--- src/rtl/ofm_stream_reader_pkg.sv ---
// Shared constants, FSM encoding and tag helper for the OFM stream reader.
package ofm_stream_reader_pkg;
  localparam int ELEMS  = 16;
  localparam int KEEP_W = 5;

  typedef enum logic [1:0] {IDLE, RUN, DRAIN, FIN} state_t;

  // Only the final word may be partial; a zero remainder means it is full.
  function automatic logic [KEEP_W-1:0] keep_of(input logic last, input logic [3:0] rem);
    return (last && rem != 4'd0) ? {1'b0, rem} : KEEP_W'(ELEMS);
  endfunction
endpackage

--- src/rtl/ofm_stream_reader_if.sv ---
// Valid/ready word stream carrying OFM results with keep count and last flag.
interface ofm_stream_reader_if #(parameter int INOUT_WIDTH = 256);
  import ofm_stream_reader_pkg::*;
  logic                   valid;
  logic                   ready;
  logic [INOUT_WIDTH-1:0] data;
  logic [KEEP_W-1:0]      keep;
  logic                   last;

  modport master(output valid, data, keep, last, input ready);
  modport slave (input valid, data, keep, last, output ready);
endinterface

--- src/rtl/ofm_stream_fifo.sv ---
// Small synchronous FIFO; pointer + count, head word shown combinationally.
module ofm_stream_fifo #(
  parameter int W     = 262,
  parameter int DEPTH = 4,
  localparam int PW   = $clog2(DEPTH),
  localparam int CW   = PW + 1
) (
  input  logic          clk,
  input  logic          rst,
  input  logic          push,
  input  logic [W-1:0]  din,
  input  logic          pop,
  output logic [W-1:0]  dout,
  output logic          empty,
  output logic [CW-1:0] count
);
  logic [DEPTH-1:0][W-1:0] mem;
  logic [PW-1:0]           wr_ptr, rd_ptr;

  // Push while full is only legal together with a pop; the slot written is
  // the one being read out this same cycle.
  always_ff @(posedge clk or posedge rst) begin
    if (rst) begin
      mem    <= '0;
      wr_ptr <= '0;
      rd_ptr <= '0;
      count  <= '0;
    end else begin
      if (push) begin
        mem[wr_ptr] <= din;
        wr_ptr      <= wr_ptr + 1'b1;
      end
      if (pop) rd_ptr <= rd_ptr + 1'b1;
      count <= count + CW'(push) - CW'(pop);
    end
  end

  assign dout  = mem[rd_ptr];
  assign empty = (count == '0);
endmodule

--- src/rtl/ofm_stream_reader.sv ---
// Drains num_elem results from the OFM DPRAM read port as a stream of 16-element words.
module ofm_stream_reader
  import ofm_stream_reader_pkg::*;
#(
  parameter int DATA_WIDTH   = 16,
  parameter int INOUT_WIDTH  = 256,
  parameter int OFM_RAM_SIZE = 692224,
  parameter int BUF_DEPTH    = 4,
  localparam int AW          = $clog2(OFM_RAM_SIZE)
) (
  input  logic                   clk,
  input  logic                   rst,
  input  logic                   start,
  input  logic [AW-1:0]          base_addr,
  input  logic [AW-1:0]          num_elem,
  output logic                   busy,
  output logic                   done,
  output logic                   ram_re,
  output logic [AW-1:0]          ram_addr,
  input  logic [INOUT_WIDTH-1:0] ram_dout,
  ofm_stream_reader_if.master    m
);
  localparam int SH = $clog2(INOUT_WIDTH / DATA_WIDTH);
  localparam int CW = $clog2(BUF_DEPTH) + 1;
  localparam int FW = 1 + KEEP_W + INOUT_WIDTH;

  state_t        state;
  logic [AW-1:0] addr, words, k;
  logic [3:0]    rem;
  logic          inflight, inflight_last;
  logic [CW-1:0] buf_count;
  logic          buf_empty, issue, last_issue, pop;
  logic [FW-1:0] head;

  // Credit: buffered words plus the read in flight must leave room.
  assign issue      = (state == RUN) && ((int'(buf_count) + int'(inflight)) < BUF_DEPTH);
  assign last_issue = (k == words - 1'b1);
  assign pop        = m.valid && m.ready;

  always_ff @(posedge clk or posedge rst) begin
    if (rst) begin
      state         <= IDLE;
      addr          <= '0;
      words         <= '0;
      k             <= '0;
      rem           <= '0;
      inflight      <= 1'b0;
      inflight_last <= 1'b0;
    end else begin
      inflight      <= issue;
      inflight_last <= issue && last_issue;
      case (state)
        IDLE: if (start) begin
          addr  <= base_addr;
          words <= AW'(({1'b0, num_elem} + (AW+1)'(ELEMS - 1)) >> SH);
          rem   <= num_elem[3:0];
          k     <= '0;
          state <= (num_elem == '0) ? FIN : RUN;
        end
        RUN: if (issue) begin
          addr <= addr + AW'(ELEMS);
          k    <= k + 1'b1;
          if (last_issue) state <= DRAIN;
        end
        // Leave as the final word pops so done lands right after its handshake.
        DRAIN: if (!inflight && (buf_count == '0 || (buf_count == CW'(1) && pop)))
          state <= FIN;
        FIN:     state <= IDLE;
        default: state <= IDLE;
      endcase
    end
  end

  assign busy     = (state != IDLE);
  assign done     = (state == FIN);
  assign ram_re   = issue;
  assign ram_addr = addr;

  ofm_stream_fifo #(.W(FW), .DEPTH(BUF_DEPTH)) u_fifo (
    .clk   (clk),
    .rst   (rst),
    .push  (inflight),
    .din   ({inflight_last, keep_of(inflight_last, rem), ram_dout}),
    .pop   (pop),
    .dout  (head),
    .empty (buf_empty),
    .count (buf_count)
  );

  assign m.valid = !buf_empty;
  assign {m.last, m.keep, m.data} = head;
endmodule

--- src/flat_wrapper.sv ---
// flat-port wrapper written by rule: the top's interface ports become plain ports
module ofm_stream_reader_flat import ofm_stream_reader_pkg::*;
#(
  parameter int DATA_WIDTH   = 16,
  parameter int INOUT_WIDTH  = 256,
  parameter int OFM_RAM_SIZE = 692224,
  parameter int BUF_DEPTH    = 4,
  localparam int AW          = $clog2(OFM_RAM_SIZE)
)
  (clk, rst, start, base_addr, num_elem, busy, done, ram_re, ram_addr, ram_dout, m_valid, m_data, m_keep, m_last, m_ready);
  ofm_stream_reader_if #(.INOUT_WIDTH(INOUT_WIDTH)) m_i ();
  input  logic clk;
  input  logic rst;
  input  logic start;
  input  logic [AW-1:0] base_addr;
  input  logic [AW-1:0] num_elem;
  output logic busy;
  output logic done;
  output logic ram_re;
  output logic [AW-1:0] ram_addr;
  input  logic [INOUT_WIDTH-1:0] ram_dout;
  output wire logic [$bits(m_i.valid)-1:0] m_valid;
  output wire logic [$bits(m_i.data)-1:0] m_data;
  output wire logic [$bits(m_i.keep)-1:0] m_keep;
  output wire logic [$bits(m_i.last)-1:0] m_last;
  input wire logic [$bits(m_i.ready)-1:0] m_ready;
  assign m_valid = m_i.valid;
  assign m_data = m_i.data;
  assign m_keep = m_i.keep;
  assign m_last = m_i.last;
  assign m_i.ready = m_ready;
  ofm_stream_reader #(.DATA_WIDTH(DATA_WIDTH), .INOUT_WIDTH(INOUT_WIDTH), .OFM_RAM_SIZE(OFM_RAM_SIZE), .BUF_DEPTH(BUF_DEPTH)) u_core (.clk(clk), .rst(rst), .start(start), .base_addr(base_addr), .num_elem(num_elem), .busy(busy), .done(done), .ram_re(ram_re), .ram_addr(ram_addr), .ram_dout(ram_dout), .m(m_i));
endmodule
--- config.mk ---
export PLATFORM = sky130hd
export DESIGN_NAME = ofm_stream_reader_flat
export DESIGN_NICKNAME = d
export VERILOG_FILES = /design/src/rtl/ofm_stream_reader_pkg.sv /design/src/rtl/ofm_stream_reader_if.sv /design/src/rtl/ofm_stream_fifo.sv /design/src/rtl/ofm_stream_reader.sv /design/src/flat_wrapper.sv
export SDC_FILE = /design/constraint.sdc
export NUM_CORES = 2
export LEC_CHECK = 0
export ABC_AREA = 1
export CORE_ASPECT_RATIO = 1.25
export CORE_MARGIN = 10
export CORE_UTILIZATION = 45
export CTS_CLUSTER_SIZE = 25
export DETAILED_ROUTE_END_ITERATION = 8
export HOLD_SLACK_MARGIN = 0.15
export PLACE_DENSITY = 0.66
export SLEW_MARGIN = 20
export SYNTH_ARGS = -nofsm -noshare
export SYNTH_HDL_FRONTEND = slang
export SYNTH_SLANG_ARGS = --single-unit
--- constraint.sdc ---
create_clock -name clk -period 35.6 [get_ports clk]
set_input_delay 7.12 -clock clk [delete_from_list [all_inputs] [get_ports clk]]
set_output_delay 7.12 -clock clk [all_outputs]
set_load 0.05 [all_outputs]
**Word level (Yosys, flattened, before mapping)**

Index checks and enable logic that the tools add are counted.

- Word-level logic and storage cells: 73
- Register bits: 1120
- Output and inout bits: 286
- Bits of input ports: 300

- $lt $le $gt $ge: 4
- Multiplexer cells: 18
- Eq/ne operators: 9
- Reductions and logical operators: 19
- Add/subtract/negate cells: 9

Operator list:

| operator | number |
|---|---|
| 1048-bit bitwise mux | 1 |
| 262-bit binary-select mux with 2-bit select | 1 |
| 262-bit demux with 2-bit select | 1 |
| 262-bit two-way mux | 2 |
| 20-bit two-way mux | 4 |
| 20-bit case mux with 2 select lines | 2 |
| 32-bit by 4-bit less-than comparator with 1-bit output, second input constant | 1 |
| 20-bit by 4-bit adder with 21-bit output, second input constant | 1 |
| 20-bit by 1-bit adder with 20-bit output, second input constant | 1 |
| 20-bit by 5-bit adder with 20-bit output, second input constant | 1 |
| 20-bit == test | 1 |
| 20-bit logical NOT | 1 |
| 17-bit by 1-bit subtractor with 18-bit output, second input constant | 1 |
| 2-bit two-way mux | 5 |
| 2-bit case mux with 4 select lines | 1 |
| 1-bit logical AND | 7 |
| 2-bit by 3-bit less-than comparator with 1-bit output, second input constant | 2 |
| 2-bit by 1-bit != test with 1-bit output, second input constant | 3 |
| 5-bit two-way mux | 1 |
| 2-bit by 1-bit adder with 2-bit output, second input constant | 2 |
| 3-bit by 1-bit adder with 4-bit output | 1 |
| 2-bit == test, second input constant | 2 |
| 4-bit AND reduction | 1 |
| 2-bit nonzero test | 2 |
| 13 further kinds | 14 |

**Longest topological paths before layout**

- Word-level depth: 8
- Gate-level depth with buffers: 16
- Depth with buffers taken out: 16

**Modules after synthesis**

A second synthesis with hierarchy kept.

- Cell total of the unflattened synthesis: 7403
- Area, all modules: 55490.7 µm²

By module, submodules not included:

| module | cells an instance | instances | area an instance (µm²) | sequential area each (µm²) |
|---|---|---|---|---|
| ofm_stream_fifo | 6738 | 1 | 50840.0 | 26400.3 |
| ofm_stream_reader | 665 | 1 | 4650.7 | 1626.6 |

**Worst setup path before layout**

Ideal clock, no wire load.

- Kind: flip-flop to output port
- Start: register u_core.u_fifo.rd_ptr[0]
- End: output m_data[11]
- Path slack: 26.393 ns
- Data required time: 28.480 ns
- Arrival: 2.087 ns
- Cell stages (with the launch flop): 8
- Path through: dfrtp_1 buf_2 inv_1 buf_2 buf_2 buf_1 nor2_1 o22ai_1

- Cells in the longest elaborated chain, start to end: 2

Ends and longest elaborated chain:

| item | line | text |
|---|---|---|
| start: declaration | ofm_stream_fifo.sv:18 | `logic [PW-1:0] wr_ptr, rd_ptr;` |
| start signal: assignment | ofm_stream_fifo.sv:33 | `if (pop) rd_ptr <= rd_ptr + 1'b1;` |
| 262-bit binary-select mux with 2-bit select | ofm_stream_fifo.sv:38 | `assign dout = mem[rd_ptr];` |
| 262-bit two-way mux (not written as such) | ofm_stream_fifo.sv:38 |  |
| end: declaration | flat_wrapper.sv:23 | `output wire logic [$bits(m_i.data)-1:0] m_data;` |

No other way between the ends. The select of a mux whose other input is x is not followed.

**Final worst setup path**

- Start: register u_core.u_fifo.rd_ptr[0]
- End: output m_data[49]

Same word-level chain as after synthesis.

==> results.md <==
- CP Class: flop to primary output
- Wire length per cell: 18.7 µm
- Drt initial violations: 4,046
- Asr flop ratio synth: 100%
- Final-report max-slew violation count: 0
- I/O pin count: around 590
- DP Cell Count: roughly 7,500
- Nature of the critical path startpoint: flop
- Commonest cells after routing, fill and taps aside: o21ai_0, nand2_1, dfrtp_1
- Setup TNS: 0 ns
- CP max-delay cell: buf_4
- Seq/Total Area, Yosys: 57.0%
- Layout area overhead: 20.8%
- CP Data Required Time: 28.48 ns
- GRT Resource Usage Total: ~23%
- Post-cts resize count: 0
- Fin nets: 6,472
- Commonest non-fill, non-tap cell in the layout: o21ai_0
- Post-layout min period: around 12 ns
- Crit path max-delay family: buffers and inverters
- Cell chain of the critical path: buf_4 > buf_4 > buf_4 > o21ai_0 > o22ai_1 > clkdlybuf4s50_1
- Seq cells post-synth: 1,120
- Placed instance area: 0.0557 mm²
- Vias in the first global route: 40,300
- Top_reg_cell synth: dfrtp_1
- DR vias/cell: 5.43
- Final Non-Filler Cells: 7,688
- CP bufs+invs: 4
- Post-Syn Area per Cell: 8.43 µm²
- TritonCTS Buffers: 110
- Synth Instances: 5,837
- Post-synth EDFFs: 0
- Leakage: 27.7 nW
- Height of the die: 390 µm
- Cell variety after synth: 44
- DRT antenna net count: 0
- Post CTS Setup Buffer Count: 0
- Worst Tran Pin Value: 1.20 ns
- Clock root buffer master: clkbuf_16
- Most common cell on crit path: buf_4
- Maximum vdd drop: roughly 0.09 mV
- Clock Tree Buf Depth: 3
- Fin Hold WS: 0.478 ns
- Pin count of the biggest net entering global routing: 241
- GP Congestion: 0.859
- Tightest Hold Check Type: flop to flop
- Power per cell area: 118 mW/mm²
- CTS sink cnt: 1,120
- GRT Residual Overflow: 0
- Clock slew seen by the registers of the worst setup and hold paths: ~0.060 ns
- Layout cells sized above 1: under 10%
- Vias after detailed routing: 41,700
- Net Count, Synth: around 6,000
- R2r setup slk: roughly 32 ns
- Post-place setup slack: approximately 23 ns
- Finished Cell Area: 0.0594 mm²
- DIE AREA: about 0.12 mm²
- IO Port Bufs: 585
- Initial antenna violation count: 6
- Syn Std Cell Area: between 0.04 and 0.05 mm²
- Slowest stage delay, CP: 0.92 ns
- First-pass GRT wire length: 228,000 µm
- RSZ-0062 raised after global routing: false
- Final setup vio count: 0
- Detailed-route wire length: 144,000 µm
- # rows: 135
- Hold Buf Count CTS: 0
- DR DRC count: 0
- Critical path peak fanout: ~100
- Horiz. Die Dim: 316 µm
- CTS tree: done
- Drt pass-1 iters: 6
- Core Footprint: 0.108 mm²
- Slew margin rel.: 19.9%
- Worst Path Arrival: 5.25 ns
- Worst skew pair latency: 0.72 ns
- H-Tree Depth: 3
- DP HPWL: 88,500 µm
- Final period utilization: around a third
- Setup crit end kind: primary output
- Synthesis Warnings: 0
- Final Worst Setup Slack: 23.23 ns
- Initial core utilization: 45.4%
- Max Freq: 80.8 MHz
- Status: finished clean
- Final hold violations: 0
- Skew final: 0.0382 ns
- Max-Cap Viols: 0
==> layout make-up <==
cell class,count,area (µm²)
diodes,1,2.50
flip-flops and latches,1120,28000
fillers,10000,49000
clock buffers,161,3260
clock inverters,43,504
multi-input cells,3946,18200
repair buffers,629,6280
inverters,350,1330
well taps,1438,1800
==> metal layers <==
layer / vias up / GRT usage, % / share of wire, %
met5: - / 0 / 0.047
met4: 10 / 8.23 / 3.2
met3: 204 / 4.39 / 6.8
met2: 1281 / 36.7 / 47
met1: 20300 / 30.5 / 43
li1: 20000 / - / -
==> Yosys cell counts (4+ instances only) <==
| library cell | number | area (µm²) |
|---|---|---|
| nand3b_1 | 4 | 30.0 |
| a31oi_1 | 6 | 37.5 |
| ha_1 | 14 | 175 |
| nor2_2 | 8 | 50.1 |
| nand2_2 | 4 | 25.0 |
| o22ai_1 | 264 | 1650 |
| xor2_1 | 18 | 158 |
| buf_2 | 50 | 250 |
| buf_1 | 25 | 93.8 |
| nand4_1 | 22 | 138 |
| nor3_1 | 11 | 55.1 |
| nor2_1 | 586 | 2200 |
| clkbuf_1 | 342 | 1280 |
| nand2_1 | 1263 | 4740 |
| nand3_1 | 50 | 250 |
| xnor2_1 | 9 | 78.8 |
| o31ai_1 | 6 | 45.0 |
| a22oi_1 | 4 | 30.0 |
| o21ai_0 | 1607 | 8040 |
| nor4_1 | 11 | 68.8 |
| o21ai_1 | 8 | 40.0 |
| inv_1 | 346 | 1300 |
| a21oi_1 | 22 | 110 |
| dfrtp_1 | 1120 | 28000 |
| or2_2 | 6 | 37.5 |
| nor2_4 | 4 | 45.0 |
| o211ai_1 | 4 | 30.0 |
==> sequential cells by signal (all words and copies together), names as in the netlist, 3 cells and up <==
name                 count
u_core.u_fifo.mem     1048
u_core.k                20
u_core.ram_addr         20
u_core.words            17
u_core.rem               4
u_core.u_fifo.count      3
==> worst register-to-register path, cell delays in order (launching register included) <==
cell and delay (ns):
dfrtp_1 0.65, nand2_4 0.60, buf_4 0.81, buf_4 0.80, buf_4 0.80, o21ai_0 0.24
==> where the power goes <==
part	leakage, nW	switching [mW]	internal, mW	total [mW]
clock	1.85	0.504	0.693	1.20
combinational	12.3	2.44	1.11	3.55
sequential	13.5	0.351	1.91	2.26
==> per-stage QoR <==
| step | util, % | total power [mW] |
|---|---|---|
| finish | 54.8 | 7.01 |
| global route | 54.8 | 7.48 |
| CTS | 54.8 | 7.06 |
| detailed placement | 51.3 | 5.83 |
| global placement | 51.3 | 5.77 |
| floorplan | - | 4.68 |
==> final timing paths <==
kind,depth (start not counted),to,from
max,6,m_data[49],u_core.u_fifo.rd_ptr[0]
min,2,u_core.u_fifo.mem[523],u_core.u_fifo.mem[523]
max reg2reg,5,u_core.u_fifo.mem[146],u_core.inflight
min reg2reg,2,u_core.u_fifo.mem[523],u_core.u_fifo.mem[523]
max in group asynchronous,7,u_core.u_fifo.mem[447],rst
min in group asynchronous,2,u_core.u_fifo.mem[275],rst
==> kinds of logic (layout without fill, tap and decap cells) <==
family / after synthesis / in the layout / share of synthesized area (%)
AO/OA/AOI/OAI: 1927 / 1927 / 20.4
XOR/XNOR: 27 / 27 / 0.481
adder cells (fa/ha/maj): 15 / 15 / 0.397
buffers and inverters: 771 / 1183 / 6.07
flip-flops: 1120 / 1120 / 57.0
other: 0 / 1 / 0
AND/OR/NAND/NOR: 1977 / 1977 / 15.7
No activity file was read; power rests on OpenSTA's default activity.
